===== src/rtl/spi_slave_shifter_if.sv =====
// SPI slave shifter bus bundle.
// Carries the SPI pad signals (sclk, ss_n, mosi, miso, miso_oe), the mode
// controls (cpol, cpha, lsbfe) and the word-level handshake towards the APB
// register block (tx_data/tx_load/tx_empty, rx_data/rx_valid/rx_ack,
// overrun/underrun/busy).
//   slave  modport : the shifter itself
//   master modport : the environment (pads + register block)
interface spi_slave_shifter_if #(
    parameter int DATA_WIDTH = 8
);
    logic                  sclk;
    logic                  ss_n;
    logic                  mosi;
    logic                  miso;
    logic                  miso_oe;
    logic                  cpol;
    logic                  cpha;
    logic                  lsbfe;
    logic [DATA_WIDTH-1:0] tx_data;
    logic                  tx_load;
    logic                  tx_empty;
    logic [DATA_WIDTH-1:0] rx_data;
    logic                  rx_valid;
    logic                  rx_ack;
    logic                  overrun;
    logic                  underrun;
    logic                  busy;

    modport slave (
        input  sclk, ss_n, mosi, cpol, cpha, lsbfe, tx_data, tx_load, rx_ack,
        output miso, miso_oe, tx_empty, rx_data, rx_valid, overrun, underrun, busy
    );

    modport master (
        output sclk, ss_n, mosi, cpol, cpha, lsbfe, tx_data, tx_load, rx_ack,
        input  miso, miso_oe, tx_empty, rx_data, rx_valid, overrun, underrun, busy
    );
endinterface


===== src/rtl/spi_slave_shifter.sv =====
// SPI responder-side shifter.
// Oversamples sclk/ss_n/mosi in the PCLK domain, deserialises mosi into rx
// words and serialises tx words onto miso. All four CPOL/CPHA modes, MSB or
// LSB first. Requires PCLK >= 8x sclk.
// Ports:
//   PCLK    system clock, all logic on posedge
//   PRESET  synchronous active-high reset
//   spi     bus bundle (slave modport): pads, mode controls, tx/rx handshake
module spi_slave_shifter #(
    parameter int DATA_WIDTH  = 8,
    parameter int SYNC_STAGES = 2
) (
    input  logic                 PCLK,
    input  logic                 PRESET,
    spi_slave_shifter_if.slave   spi
);
    localparam int BCW = $clog2(DATA_WIDTH);
    localparam int TCW = $clog2(DATA_WIDTH + 1);
    localparam logic [BCW-1:0] LAST_BIT  = BCW'(DATA_WIDTH - 1);
    localparam logic [TCW-1:0] WORD_BITS = TCW'(DATA_WIDTH);

    typedef enum logic {IDLE, ACTIVE} state_t;

    function automatic logic head_bit(input logic [DATA_WIDTH-1:0] w, input logic lsb);
        head_bit = lsb ? w[0] : w[DATA_WIDTH-1];
    endfunction

    function automatic logic [DATA_WIDTH-1:0] advance(input logic [DATA_WIDTH-1:0] w,
                                                      input logic lsb);
        advance = lsb ? (w >> 1) : (w << 1);
    endfunction

    // ---------------------------------------------------------------- sync
    logic [SYNC_STAGES-1:0] sclk_sync_q, ss_sync_q, mosi_sync_q;
    logic                   sclk_dly_q, ss_dly_q;

    // ss_n flops reset to 0 so that a select already low when PRESET drops
    // is not mistaken for a fresh frame start.
    always_ff @(posedge PCLK) begin
        if (PRESET) begin
            sclk_sync_q <= '0;
            ss_sync_q   <= '0;
            mosi_sync_q <= '0;
            sclk_dly_q  <= 1'b0;
            ss_dly_q    <= 1'b0;
        end else begin
            sclk_sync_q <= {sclk_sync_q[SYNC_STAGES-2:0], spi.sclk};
            ss_sync_q   <= {ss_sync_q[SYNC_STAGES-2:0],   spi.ss_n};
            mosi_sync_q <= {mosi_sync_q[SYNC_STAGES-2:0], spi.mosi};
            sclk_dly_q  <= sclk_sync_q[SYNC_STAGES-1];
            ss_dly_q    <= ss_sync_q[SYNC_STAGES-1];
        end
    end

    logic sclk_s, ss_s, mosi_s;
    assign sclk_s = sclk_sync_q[SYNC_STAGES-1];
    assign ss_s   = ss_sync_q[SYNC_STAGES-1];
    assign mosi_s = mosi_sync_q[SYNC_STAGES-1];

    // ---------------------------------------------------------------- state
    state_t                  state_q;
    logic                    cpol_q, cpha_q, lsbfe_q;
    logic                    miso_q, miso_oe_q, busy_q;
    logic [DATA_WIDTH-1:0]   tx_sh_q, rx_sh_q, hold_q, rx_data_q;
    logic [TCW-1:0]          tx_cnt_q;
    logic [BCW-1:0]          bit_cnt_q;
    logic                    done_q, tx_empty_q, rx_valid_q, overrun_q, underrun_q;
    logic                    pend_q, pend_empty_q, fresh_q;

    logic sclk_rise, sclk_fall, lead_edge, trail_edge, sample_edge, shift_edge, ss_fall;
    assign sclk_rise   = sclk_s & ~sclk_dly_q;
    assign sclk_fall   = ~sclk_s & sclk_dly_q;
    assign lead_edge   = cpol_q ? sclk_fall : sclk_rise;
    assign trail_edge  = cpol_q ? sclk_rise : sclk_fall;
    assign sample_edge = cpha_q ? trail_edge : lead_edge;
    assign shift_edge  = cpha_q ? lead_edge  : trail_edge;
    assign ss_fall     = ss_dly_q & ~ss_s;

    // Word source for a reload: empty holding reg sends zeros.
    logic [DATA_WIDTH-1:0] next_word;
    assign next_word = tx_empty_q ? '0 : hold_q;

    logic start_frame, active_ok, word_end_tx, take_now, peek, commit;
    assign start_frame = (state_q == IDLE) & ss_fall;
    assign active_ok   = (state_q == ACTIVE) & ~ss_s;
    assign word_end_tx = active_ok & shift_edge & (tx_cnt_q == WORD_BITS);
    // cpha=1: the shift edge that ends a word is the next word's leading
    // edge, so the reload is consumed right there.
    assign take_now    = start_frame | (word_end_tx & cpha_q);
    // cpha=0: the next word's first bit must sit on miso before its first
    // leading edge, so it is presented at the last trailing edge (peek) but
    // only consumed at that leading edge (commit). A frame that ends after
    // the last trailing edge therefore neither consumes the holding reg nor
    // flags underrun.
    assign peek        = word_end_tx & ~cpha_q;
    assign commit      = active_ok & sample_edge & pend_q;

    // ------------------------------------------------- tx holding register
    always_ff @(posedge PCLK) begin
        if (PRESET) begin
            hold_q       <= '0;
            tx_empty_q   <= 1'b1;
            underrun_q   <= 1'b0;
            pend_q       <= 1'b0;
            pend_empty_q <= 1'b0;
            fresh_q      <= 1'b0;
        end else begin
            if (spi.tx_load) begin
                hold_q     <= spi.tx_data;
                tx_empty_q <= 1'b0;
            end else if (take_now | (commit & ~fresh_q)) begin
                tx_empty_q <= 1'b1;
            end
            underrun_q <= (take_now & tx_empty_q) | (commit & pend_empty_q);

            // fresh_q: holding reg rewritten after the peek, so the commit
            // must not mark it consumed.
            if (!active_ok) begin
                pend_q <= 1'b0;
            end else if (peek) begin
                pend_q       <= 1'b1;
                pend_empty_q <= tx_empty_q;
                fresh_q      <= spi.tx_load;
            end else if (commit) begin
                pend_q <= 1'b0;
            end else if (spi.tx_load) begin
                fresh_q <= 1'b1;
            end
        end
    end

    // ----------------------------------------------------- FSM + shifters
    always_ff @(posedge PCLK) begin
        if (PRESET) begin
            state_q   <= IDLE;
            cpol_q    <= 1'b0;
            cpha_q    <= 1'b0;
            lsbfe_q   <= 1'b0;
            miso_q    <= 1'b0;
            miso_oe_q <= 1'b0;
            busy_q    <= 1'b0;
            tx_sh_q   <= '0;
            tx_cnt_q  <= '0;
            rx_sh_q   <= '0;
            bit_cnt_q <= '0;
            done_q    <= 1'b0;
        end else begin
            done_q <= 1'b0;
            case (state_q)
                IDLE: begin
                    if (ss_fall) begin
                        state_q   <= ACTIVE;
                        miso_oe_q <= 1'b1;
                        busy_q    <= 1'b1;
                        cpol_q    <= spi.cpol;
                        cpha_q    <= spi.cpha;
                        lsbfe_q   <= spi.lsbfe;
                        rx_sh_q   <= '0;
                        bit_cnt_q <= '0;
                        if (spi.cpha) begin
                            tx_sh_q  <= next_word;
                            tx_cnt_q <= '0;
                            miso_q   <= 1'b0;
                        end else begin
                            miso_q   <= head_bit(next_word, spi.lsbfe);
                            tx_sh_q  <= advance(next_word, spi.lsbfe);
                            tx_cnt_q <= TCW'(1);
                        end
                    end
                end
                ACTIVE: begin
                    if (ss_s) begin
                        // Deselect: drop partial word, release the pad.
                        state_q   <= IDLE;
                        miso_oe_q <= 1'b0;
                        miso_q    <= 1'b0;
                        busy_q    <= 1'b0;
                        bit_cnt_q <= '0;
                        tx_cnt_q  <= '0;
                    end else begin
                        if (sample_edge) begin
                            rx_sh_q <= lsbfe_q ? {mosi_s, rx_sh_q[DATA_WIDTH-1:1]}
                                               : {rx_sh_q[DATA_WIDTH-2:0], mosi_s};
                            if (bit_cnt_q == LAST_BIT) begin
                                bit_cnt_q <= '0;
                                done_q    <= 1'b1;
                            end else begin
                                bit_cnt_q <= bit_cnt_q + 1'b1;
                            end
                        end
                        if (shift_edge) begin
                            if (tx_cnt_q == WORD_BITS) begin
                                miso_q   <= head_bit(next_word, lsbfe_q);
                                tx_sh_q  <= advance(next_word, lsbfe_q);
                                tx_cnt_q <= TCW'(1);
                            end else begin
                                miso_q   <= head_bit(tx_sh_q, lsbfe_q);
                                tx_sh_q  <= advance(tx_sh_q, lsbfe_q);
                                tx_cnt_q <= tx_cnt_q + 1'b1;
                            end
                        end
                    end
                end
                default: state_q <= IDLE;
            endcase
        end
    end

    // ------------------------------------------------------ rx hand-off
    // A completing word beats a same-cycle rx_ack and is not an overrun.
    always_ff @(posedge PCLK) begin
        if (PRESET) begin
            rx_data_q  <= '0;
            rx_valid_q <= 1'b0;
            overrun_q  <= 1'b0;
        end else begin
            overrun_q <= 1'b0;
            if (done_q) begin
                rx_data_q  <= rx_sh_q;
                rx_valid_q <= 1'b1;
                overrun_q  <= rx_valid_q & ~spi.rx_ack;
            end else if (spi.rx_ack) begin
                rx_valid_q <= 1'b0;
            end
        end
    end

    assign spi.miso     = miso_q;
    assign spi.miso_oe  = miso_oe_q;
    assign spi.busy     = busy_q;
    assign spi.tx_empty = tx_empty_q;
    assign spi.rx_data  = rx_data_q;
    assign spi.rx_valid = rx_valid_q;
    assign spi.overrun  = overrun_q;
    assign spi.underrun = underrun_q;
endmodule


===== src/flat_wrapper.sv =====
// flat-port wrapper written by rule: the top's interface ports become plain ports
module spi_slave_shifter_flat 
#(
    parameter int DATA_WIDTH  = 8,
    parameter int SYNC_STAGES = 2
)
  (PCLK, PRESET, spi_sclk, spi_ss_n, spi_mosi, spi_cpol, spi_cpha, spi_lsbfe, spi_tx_data, spi_tx_load, spi_rx_ack, spi_miso, spi_miso_oe, spi_tx_empty, spi_rx_data, spi_rx_valid, spi_overrun, spi_underrun, spi_busy);
  spi_slave_shifter_if #(.DATA_WIDTH(DATA_WIDTH)) spi_i ();
  input  logic PCLK;
  input  logic PRESET;
  input wire logic [$bits(spi_i.sclk)-1:0] spi_sclk;
  input wire logic [$bits(spi_i.ss_n)-1:0] spi_ss_n;
  input wire logic [$bits(spi_i.mosi)-1:0] spi_mosi;
  input wire logic [$bits(spi_i.cpol)-1:0] spi_cpol;
  input wire logic [$bits(spi_i.cpha)-1:0] spi_cpha;
  input wire logic [$bits(spi_i.lsbfe)-1:0] spi_lsbfe;
  input wire logic [$bits(spi_i.tx_data)-1:0] spi_tx_data;
  input wire logic [$bits(spi_i.tx_load)-1:0] spi_tx_load;
  input wire logic [$bits(spi_i.rx_ack)-1:0] spi_rx_ack;
  output wire logic [$bits(spi_i.miso)-1:0] spi_miso;
  output wire logic [$bits(spi_i.miso_oe)-1:0] spi_miso_oe;
  output wire logic [$bits(spi_i.tx_empty)-1:0] spi_tx_empty;
  output wire logic [$bits(spi_i.rx_data)-1:0] spi_rx_data;
  output wire logic [$bits(spi_i.rx_valid)-1:0] spi_rx_valid;
  output wire logic [$bits(spi_i.overrun)-1:0] spi_overrun;
  output wire logic [$bits(spi_i.underrun)-1:0] spi_underrun;
  output wire logic [$bits(spi_i.busy)-1:0] spi_busy;
  assign spi_i.sclk = spi_sclk;
  assign spi_i.ss_n = spi_ss_n;
  assign spi_i.mosi = spi_mosi;
  assign spi_i.cpol = spi_cpol;
  assign spi_i.cpha = spi_cpha;
  assign spi_i.lsbfe = spi_lsbfe;
  assign spi_i.tx_data = spi_tx_data;
  assign spi_i.tx_load = spi_tx_load;
  assign spi_i.rx_ack = spi_rx_ack;
  assign spi_miso = spi_i.miso;
  assign spi_miso_oe = spi_i.miso_oe;
  assign spi_tx_empty = spi_i.tx_empty;
  assign spi_rx_data = spi_i.rx_data;
  assign spi_rx_valid = spi_i.rx_valid;
  assign spi_overrun = spi_i.overrun;
  assign spi_underrun = spi_i.underrun;
  assign spi_busy = spi_i.busy;
  spi_slave_shifter #(.DATA_WIDTH(DATA_WIDTH), .SYNC_STAGES(SYNC_STAGES)) u_core (.PCLK(PCLK), .PRESET(PRESET), .spi(spi_i));
endmodule

===== config.mk =====
export PLATFORM = sky130hd
export DESIGN_NAME = spi_slave_shifter_flat
export DESIGN_NICKNAME = d
export VERILOG_FILES = /design/src/rtl/spi_slave_shifter_if.sv /design/src/rtl/spi_slave_shifter.sv /design/src/flat_wrapper.sv
export SDC_FILE = /design/constraint.sdc
export NUM_CORES = 1
export LEC_CHECK = 0
export CAP_MARGIN = 20
export CORE_UTILIZATION = 35
export CTS_CLUSTER_DIAMETER = 60
export DETAILED_ROUTE_END_ITERATION = 10
export PLACE_DENSITY = 0.51
export SLEW_MARGIN = 40
export SYNTH_ARGS = -nofsm -noshare
export SYNTH_HDL_FRONTEND = slang
export SYNTH_SLANG_ARGS = --single-unit

===== constraint.sdc =====
create_clock -name PCLK -period 2.3 [get_ports PCLK]
set_input_delay 0.46 -clock PCLK [delete_from_list [all_inputs] [get_ports PCLK]]
set_output_delay 0.46 -clock PCLK [all_outputs]
set_load 0.01 [all_outputs]

==> results_dict.tcl <==
set metrics [dict create \
    worstMarginPinSlew_ns 0.6121 \
    gr-total-overflow 0 \
    grt_pass1_wl_mm 12.38 \
    post-cts-setup-buffers 0 \
    synth_simple_gate_area_share_pct 16.76 \
    seq_area_frac_synth_pct 40.20 \
    final_layout_size_suffix_gt1_share_pct 12.90 \
    numPortBuffers 32 \
    cts.clk_slew.worst_paths_ns 0.07 \
    cpLargestDelayFamily "multiplexers" \
    p_leak_nw 1.336 \
    critPathBufInv 1 \
    cts_hold_buf 0 \
    area_growth_pct 20.10 \
    cts.sinks 61 \
    num_rows 33 \
    hold_path_depth 1 \
    wire_per_inst_um 15.07 \
    num_antenna_cells 0 \
    postRouteAntennaNets 0 \
    drcViolationCount 0 \
    postSynthAreaPerCell_um2 9.041 \
    ir_drop_uv 341.9 \
    grt_max_degree 25 \
    wl_mm 7.190 \
    holdPathEnd "u_core.ss_sync_q[1]" \
    fmax_ghz 0.5273 \
    synth_compound_area_share_pct 14.99 \
    hold_viol 0 \
    coreArea_mm2 0.008299 \
    hold_class "reg2reg" \
    crit_path_max_fanout 8 \
    synthDistinctLibCells 45 \
    synth_top_flop_cell "dfxtp_1" \
    htreeDepth 3 \
    synth.area.mux_share_pct 20.76 \
    start_util_pct 36.60 \
    dieWidth_um 95.17 \
    synth_warnings 0 \
    yosysTopAreaCell "dfxtp_1" \
    fin_tns_setup_ns 0 \
    cp-end-kind "flop" \
    hold_start "u_core.ss_sync_q[0]" \
    dieArea_mm2 0.009056 \
    cts_resized 0 \
    firstDrtPassIters 4 \
    grtUsageTotal_pct 17.83 \
    crit_top_cell "mux2i_1" \
    clock_latency_ns 0.34 \
    io_pins 33 \
    numCtsBuffers 9 \
    outcome "finished clean" \
    async_reset_ff_share_pct 0 \
    crit_chain "xnor2_2 > mux2i_1 > a21o_1 > buf_4 > mux2i_1" \
    utilization_pct 43.96 \
    crit_type "reg2reg" \
    critPathRequiredTime_ns 2.56 \
    slew-limit-headroom_pct 59.06 \
    synthAdderAreaFrac_pct 1.647 \
    clock_skew_ns 0.009320 \
    synth.cell_area_mm2 0.003038 \
    die_h_um 95.17 \
    synth-edff-count 0 \
    p_total_mw 2.162 \
    dp_hpwl_mm 4.899 \
    rsz0062_at_grt "false" \
    postSynthCellCount 336 \
    maxCapViolations 0 \
    r2r-end "u_core.rx_sh_q[6]" \
    arrival_ns 2.16 \
    slew_violations 0 \
    r2r_cells 5 \
    synth_top_family_by_area "multiplexers" \
    ctsRootBufferMaster "clkbuf_8" \
    r2r-start "u_core.cpha_q" \
    synth_top_area_share_pct 40.20 \
    cts_tree "built" \
    detailedRoute.firstIterationViolations 142 \
    place_area_mm2 0.003472 \
    hold_ws_ns 0.4352 \
    viasPerCell 5.266 \
    gp_congestion 0.7450 \
    synthTopCellsByArea "dfxtp_1 (40%), mux2i_1 (16%), mux2_2 (4.4%), nor2_1 (4.1%), nand2_1 (4.0%)" \
    nets 389 \
    via_count 2512 \
    yosys.area_share.xor_xnor_pct 0.5354 \
    antenna_found_initial 0 \
    synth-seq-cells 61 \
    stdcell_area_mm2 0.003649 \
    slowest_delay_ns 0.52 \
    layout_min_cycle_time_ns 1.897 \
    r2r_slack_ns 0.40 \
    syn_nets 358 \
    setup_violations 0 \
    cp.depth 5 \
    power_density_mw_per_mm2 592.7 \
    start_kind "flop" \
    period_share_pct 82.46 \
    grt_pass1_vias 2440 \
    slowest_stage "mux2i_1" \
    clockBufferDepth 2 \
]
Yosys cell counts (3+ instances only):
cell type and n:
a31oi_1 3, mux2_2 12, o21ai_0 15, dfxtp_1 61, a32oi_1 3, nor2b_1 12
nand2_1 32, o32ai_1 3, a211oi_1 11, nand3_1 3, nor3_1 10, a22oi_1 7
buf_2 7, a21oi_1 14, inv_1 7, o211ai_1 3, mux2i_1 48, nor2_1 33
ha_1 4, clkbuf_1 17
layout by cell type (no fill, tap or decap), types with 12 or more instances in the layout:
cell	netlist	final
a21oi_1	14	14
buf_4	2	15
clkdlybuf4s50_1	0	31
dfxtp_1	61	61
mux2_2	12	12
mux2i_1	48	48
nand2_1	32	32
nor2_1	33	33
nor2b_1	12	12
o21ai_0	15	15
flip-flops by register name, summed over array words and instances (netlist names), 2 cells and up:
| register | count |
|---|---|
| u_core.bit_cnt_q | 3 |
| u_core.hold_q | 8 |
| u_core.mosi_sync_q | 2 |
| u_core.rx_sh_q | 8 |
| u_core.sclk_sync_q | 2 |
| u_core.spi.rx_data | 8 |
| u_core.ss_sync_q | 2 |
| u_core.tx_cnt_q | 4 |
| u_core.tx_sh_q | 8 |
worst max path at each step:
stage | slack [ns] | from | endpoint
2_1_floorplan | 0.70 | u_core.cpha_q | u_core.rx_sh_q[0]
3_3_place_gp | 0.27 | spi_cpha | u_core.tx_sh_q[2]
3_5_place_dp | 0.29 | spi_cpha | u_core.tx_sh_q[7]
4_1_cts | 0.41 | u_core.cpha_q | u_core.rx_sh_q[6]
5_1_grt | 0.26 | u_core.cpha_q | u_core.rx_sh_q[7]
6_report | 0.40 | u_core.cpha_q | u_core.rx_sh_q[6]
kinds of logic after synthesis:
group                    after synthesis
AO/OA/AOI/OAI                         68
XOR/XNOR                               1
adder cells (fa/ha/maj)                4
buffers and inverters                 35
flip-flops                            61
multiplexers                          61
AND/OR/NAND/NOR                      106
power by group:
part / total (mW) / internal [mW] / switching [mW]
clock: 0.847 / 0.415 / 0.432
sequential: 1.11 / 1.08 / 0.0271
combinational: 0.207 / 0.0993 / 0.108
total: 2.16 / 1.60 / 0.566
worst reg2reg max path: cells and delay by family (launching register included):
| kind | cells | cell delay (ns) |
|---|---|---|
| compound gates | 1 | 0.19 |
| buf+inv | 1 | 0.19 |
| flops | 1 | 0.39 |
| mux | 2 | 0.72 |
| xor+xnor | 1 | 0.33 |
routing by layer:
metal	part of all wire [%]	wire length, µm	global-route usage [%]	vias up
met5	0	0	0	-
met4	1.2	88	7.449	0
li1	-	-	-	1260
met2	46	3341	27.50	48
met3	3.7	265	4.147	10
met1	49	3494	23.75	1194
layout make-up:
class | count | area [µm²]
clock buffers | 10 | 137.6
clock inverters | 6 | 38.79
flip-flops and latches | 61 | 1221
inverters | 8 | 30.03
fillers | 817 | 4651
multi-input cells | 240 | 1662
repair buffers | 47 | 427.9
well taps | 105 | 131.4
stage by stage:
step	std cells	setup slack [ns]
4_1_cts	477	0.4072
3_5_place_dp	461	0.2862
3_3_place_gp	461	0.2669
6_report	477	0.4035
2_1_floorplan	336	0.7013
5_1_grt	477	0.2553
(Power assumes the default switching activity.)
